[config.mk]
export PLATFORM = sky130hd
export DESIGN_NAME = bdc_tx_shifter
export DESIGN_NICKNAME = d
export VERILOG_FILES = /design/src/rtl/bdc_tx_shifter.sv
export SDC_FILE = /design/constraint.sdc
export NUM_CORES = 1
export LEC_CHECK = 0
export BUFFER_PORTS_ARGS = -buffer_cell sky130_fd_sc_hd__buf_2
export CORE_UTILIZATION = 40
export CTS_CLUSTER_DIAMETER = 100
export CTS_CLUSTER_SIZE = 20
export DETAILED_ROUTE_END_ITERATION = 12
export GPL_ROUTABILITY_DRIVEN = 0
export PLACE_DENSITY = 0.69
export SLEW_MARGIN = 20
export SYNTH_ARGS = -nofsm -noshare
export SYNTH_HDL_FRONTEND = slang
export SYNTH_SLANG_ARGS = --single-unit
[constraint.sdc]
create_clock -name clk -period 3.6 [get_ports clk]
set_clock_uncertainty 0.2 [all_clocks]
set_input_delay 0.18 -clock clk [delete_from_list [all_inputs] [get_ports clk]]
set_output_delay 0.18 -clock clk [all_outputs]
set_load 0.02 [all_outputs]
[src/rtl/bdc_tx_shifter.sv]
// BDC transmit shifter: pops bytes from a FWFT tx FIFO and sends them MSB-first as pulse-width coded bits.
// Optional macro BDC_TX_SPEEDUP_EN adds a one-cycle active-high drive right after each low pulse.
module bdc_tx_shifter #(
  parameter int unsigned BIT_CYC  = 16,
  parameter int unsigned LOW_ONE  = 4,
  parameter int unsigned LOW_ZERO = 13,
  parameter int unsigned GAP_CYC  = 16
) (
  input  logic       clk,
  input  logic       reset,
  input  logic       tx_en,
  input  logic       empty,
  input  logic [7:0] get_byte,
  output logic       get_pulse,
  output logic       bdc_oe,
  output logic       bdc_out,
  output logic       busy,
  output logic       byte_done
);

  localparam int unsigned CW = 8;
  localparam logic [CW-1:0] BIT_LAST = CW'(BIT_CYC - 1);
  localparam logic [CW-1:0] GAP_LAST = CW'(GAP_CYC - 1);
  localparam logic [CW-1:0] LEN_ONE  = CW'(LOW_ONE);
  localparam logic [CW-1:0] LEN_ZERO = CW'(LOW_ZERO);
  localparam logic [CW-1:0] MSB_IDX  = CW'(7);

  typedef enum logic [1:0] {
    S_IDLE = 2'd0,
    S_BIT  = 2'd1,
    S_GAP  = 2'd2
  } state_e;

  state_e        state_q, state_d;
  logic [7:0]    shift_q, shift_d;
  logic [CW-1:0] bit_q, bit_d;
  logic [CW-1:0] cyc_q, cyc_d;
  logic          get_pulse_q, get_pulse_d;
  logic          oe_q, oe_d;
  logic          out_q, out_d;
  logic          busy_q, busy_d;
  logic          done_q, done_d;

  logic          start_c;
  logic          bit_end_c;
  logic          gap_end_c;
  logic [CW-1:0] low_len_c;

  assign start_c   = tx_en && !empty;
  assign bit_end_c = (cyc_q == BIT_LAST);
  assign gap_end_c = (cyc_q == GAP_LAST);

  // State register
  always_ff @(posedge clk or posedge reset) begin
    if (reset) begin
      state_q <= S_IDLE;
    end else begin
      state_q <= state_d;
    end
  end

  // Next state plus shift register / counter updates
  always_comb begin
    state_d     = state_q;
    shift_d     = shift_q;
    bit_d       = bit_q;
    cyc_d       = cyc_q;
    get_pulse_d = 1'b0;
    done_d      = 1'b0;
    case (state_q)
      S_IDLE: begin
        if (start_c) begin
          state_d     = S_BIT;
          shift_d     = get_byte;
          bit_d       = MSB_IDX;
          cyc_d       = '0;
          get_pulse_d = 1'b1;
        end
      end
      S_BIT: begin
        if (bit_end_c) begin
          cyc_d = '0;
          if (bit_q != '0) begin
            bit_d   = bit_q - CW'(1);
            shift_d = {shift_q[6:0], 1'b0};
          end else begin
            state_d = S_GAP;
            done_d  = 1'b1;
          end
        end else begin
          cyc_d = cyc_q + CW'(1);
        end
      end
      S_GAP: begin
        if (gap_end_c) begin
          state_d = S_IDLE;
          cyc_d   = '0;
        end else begin
          cyc_d = cyc_q + CW'(1);
        end
      end
      default: begin
        state_d = S_IDLE;
      end
    endcase
  end

  // Pad and status outputs are decoded from next-state values so the registered pins line up with the bit cycle
  always_comb begin
    low_len_c = shift_d[7] ? LEN_ONE : LEN_ZERO;
    oe_d      = 1'b0;
    out_d     = 1'b1;
    busy_d    = (state_d != S_IDLE);
    if (state_d == S_BIT) begin
      if (cyc_d < low_len_c) begin
        oe_d  = 1'b1;
        out_d = 1'b0;
      end
`ifdef BDC_TX_SPEEDUP_EN
      else if (cyc_d == low_len_c) begin
        oe_d = 1'b1;
      end
`endif
    end
  end

  // Datapath and output registers
  always_ff @(posedge clk or posedge reset) begin
    if (reset) begin
      shift_q     <= '0;
      bit_q       <= MSB_IDX;
      cyc_q       <= '0;
      get_pulse_q <= 1'b0;
      oe_q        <= 1'b0;
      out_q       <= 1'b1;
      busy_q      <= 1'b0;
      done_q      <= 1'b0;
    end else begin
      shift_q     <= shift_d;
      bit_q       <= bit_d;
      cyc_q       <= cyc_d;
      get_pulse_q <= get_pulse_d;
      oe_q        <= oe_d;
      out_q       <= out_d;
      busy_q      <= busy_d;
      done_q      <= done_d;
    end
  end

  assign get_pulse = get_pulse_q;
  assign bdc_oe    = oe_q;
  assign bdc_out   = out_q;
  assign busy      = busy_q;
  assign byte_done = done_q;

endmodule

==> flow_metrics.env <==
export IMPL_grt_ovfl_total=0
export IMPL_core_area_um2=4058
export IMPL_final_layout_size_suffix_gt1_share_pct=18.09
export IMPL_cts_setup_buffers=0
export IMPL_nets=217
export IMPL_synth_ff_type="dfrtp_1"
export IMPL_synth_simple_area_share_pct=18.13
export IMPL_fmax_mhz=335.0
export IMPL_grt_pass1_vias=1269
export IMPL_drc=0
export IMPL_clock_latency_ns=0.30
export IMPL_yosys_area_share_adder_pct=5.076
export IMPL_first_iter_violations=65
export IMPL_yosys_warnings=0
export IMPL_antenna_cells=0
export IMPL_drtAntennaViolNets=0
export IMPL_die_w_um=67.68
export IMPL_layout_core_utilization_pct=48.66
export IMPL_dieArea_um2=4580
export IMPL_start_util_pct=42.52
export IMPL_slew_violations=0
export IMPL_grt_start_max_net_pins=32
export IMPL_tns_ns=0
export IMPL_cts_made_buffers=5
export IMPL_power_leakage_uw=0.0008709
export IMPL_path_clk_slew_ns=0.07
export IMPL_row_count=23
export IMPL_power_density_nw_per_um2=369.2
export IMPL_relSlewSlack_pct=52.32
export IMPL_portBuffers=16
export IMPL_crit_path_start_kind="flip-flop"
export IMPL_worstPathRequired_ns=3.63
export IMPL_layout_common_cells="27 x dfrtp_1, 19 x nor2_1, 16 x buf_2, 14 x inv_1"
export IMPL_vdd_drop_max_mv=0.2269
export IMPL_synth_seq_cells=31
export IMPL_dr_total_vias=1384
export IMPL_synth_area_leaders="dfrtp_1 39%, dfstp_2 6.1%, ha_1 5.1%"
export IMPL_yosysUniqueCellTypes=52
export IMPL_hold_end="shift_q[1]$_DFFE_PP0P_"
export IMPL_htree_levels=2
export IMPL_synthCells=177
export IMPL_cp_max_fo=6
export IMPL_synth_top_area_share_pct=39.16
export IMPL_seq_area_frac_synth_pct=45.25
export IMPL_clockRootBuffer="clkbuf_8"
export IMPL_worstSetupEndpointType="flip-flop"
export IMPL_tightest_slew_ns=0.7093
export IMPL_grt_usage_pct=18.22
export IMPL_syn_area_per_cell_um2=9.748
export IMPL_worst_setup_path_type="reg2reg"
export IMPL_clkSinkCount=31
export IMPL_power_uw=729.0
export IMPL_wl_per_cell_um=15.21
export IMPL_grt_pass1_wl_um=5996
export IMPL_synthXorXnorAreaFrac_pct=3.553
export IMPL_r2r_slack_ns=0.62
export IMPL_wirelength_um=3788
export IMPL_synth_top_family_by_area="compound AO/OA/AOI/OAI gates"
export IMPL_syn_to_final_growth_pct=14.43
export IMPL_drv_cap=0
export IMPL_cts_resized=0
export IMPL_crit_arrival_ns=3.02
export IMPL_hpwlAfterDp_um=2609
export IMPL_antenna_found_initial=0
export IMPL_cts_tree="done"
export IMPL_vias_per_cell=5.558
export IMPL_die_h_um=67.68
export IMPL_drt_pass1_iterations=4
export IMPL_io_pins=17
export IMPL_rr_worst_depth=9
export IMPL_fill_cells=378
export IMPL_r2r_start="bit_q[0]$_DFFE_PP1P_"
export IMPL_worstReg2RegEnd="bdc_oe$_DFF_PP0_"
export IMPL_synth_edf_count=0
export IMPL_rsz0062_at_grt="no"
export IMPL_synth_compound_area_share_pct=21.46
export IMPL_setup_viol=0
export IMPL_hold_depth=3
export IMPL_min_path_type="in2reg"
export IMPL_finalCritPeriodShare_pct=82.91
export IMPL_ys_async_sr_fraction_pct=100.0
export IMPL_status="finished, final reports clean"
export IMPL_hold_viol_final=0
export IMPL_fin_crit_ns=2.985
export IMPL_layout_commonest_cell="dfrtp_1"
export IMPL_whs_ns=0.01316
export IMPL_synth_largest_area_cell="dfrtp_1"
export IMPL_hp_start="get_byte[1]"
export IMPL_synthMuxAreaShare_pct=0.5801
export IMPL_clk_path_buf_depth=2
export IMPL_synth_area_um2=1725
export IMPL_postCtsHoldBufs=2
export IMPL_synth_fp_nets=196
==> worst max path at each step <==
stage / from / endpoint / slack [ns] / cells past startpoint
finish: bit_q[0]$_DFFE_PP1P_ / bdc_oe$_DFF_PP0_ / 0.62 / 9
global route: state_q[0]$_DFF_PP0_ / bdc_oe$_DFF_PP0_ / 0.37 / 9
CTS: bit_q[0]$_DFFE_PP1P_ / bdc_oe$_DFF_PP0_ / 0.63 / 9
detailed placement: state_q[0]$_DFF_PP0_ / bdc_oe$_DFF_PP0_ / 0.66 / 9
global placement: bit_q[0]$_DFFE_PP1P_ / bdc_oe$_DFF_PP0_ / 0.72 / 9
floorplan: bit_q[0]$_DFFE_PP1P_ / bdc_oe$_DFF_PP0_ / 0.89 / 9
==> flip-flops by register name (all words and copies together) (netlist names), 2 cells and up <==
signal / cells
bit_q: 8
state_q: 2
shift_q: 8
cyc_q: 8
==> layout make-up <==
class	instances	area (um2)	area share, %
timing repair buffer	20	115.1	5.830
clock buffer	6	82.58	4.183
multi-input combinational	125	842.1	42.65
inverter	15	56.30	2.852
sequential	31	780.7	39.54
tap	50	62.56	3.169
clock inverter	2	35.03	1.774
==> synth_stat cells, types with 2 or more instances <==
master and n:
o211ai_1 2, buf_2 2, nor2_1 19, dfrtp_1 27, nand3_1 4, a22oi_1 7
nor2b_1 2, xor2_1 7, o21ai_0 8, nand4_1 3, dfstp_2 4, nor3_1 3
ha_1 7, nand2b_1 4, a21oi_1 9, o2111ai_1 5, o22ai_1 2, nand2_1 9
and4_1 2, nor4_1 2, and3_1 3, a31oi_1 3, inv_1 14
==> metal layers <==
layer | vias to the layer above | GRT usage [%] | wire length, um
met5 | - | 0 | 0
met4 | 0 | 9.574 | 85
met3 | 9 | 4.223 | 140
met2 | 25 | 27.35 | 1688
met1 | 659 | 24.16 | 1873
li1 | 691 | - | -
==> report_power, final <==
group	leakage (uW)	internal [uW]	switching, uW
combinational	0.000427	6.87	9.63
clock	0.0000612	224	140
sequential	0.000383	348	0
total	0.000871	579	150
==> per-stage QoR <==
stage	setup WS, ns	area [um2]	std cells
after floorplan	0.8904	1725	177
after global placement	0.7184	1837	239
after detailed placement	0.6557	1837	239
after CTS	0.6265	1974	249
after global routing	0.3748	1974	249
final	0.6151	1974	249
==> kinds of logic (layout without fill, tap and decap cells) <==
| family | count (synthesis) | after routing |
|---|---|---|
| fa+ha+maj | 7 | 7 |
| mux | 1 | 1 |
| simple gates | 59 | 59 |
| xor+xnor | 7 | 7 |
| buf+inv | 21 | 43 |
| compound gates | 51 | 51 |
| flops | 31 | 31 |
==> worst max-delay path: stages, from the launching register on <==
cell and delay (ns):
dfstp_2 0.39, inv_1 0.05, ha_1 0.23, nor3b_1 0.54, nand2_1 0.14, a32o_1 0.30, or2_2 0.31, ha_1 0.20
nor4_1 0.32, and4_1 0.23
Note: power is estimated with default switching activity, not from simulation.
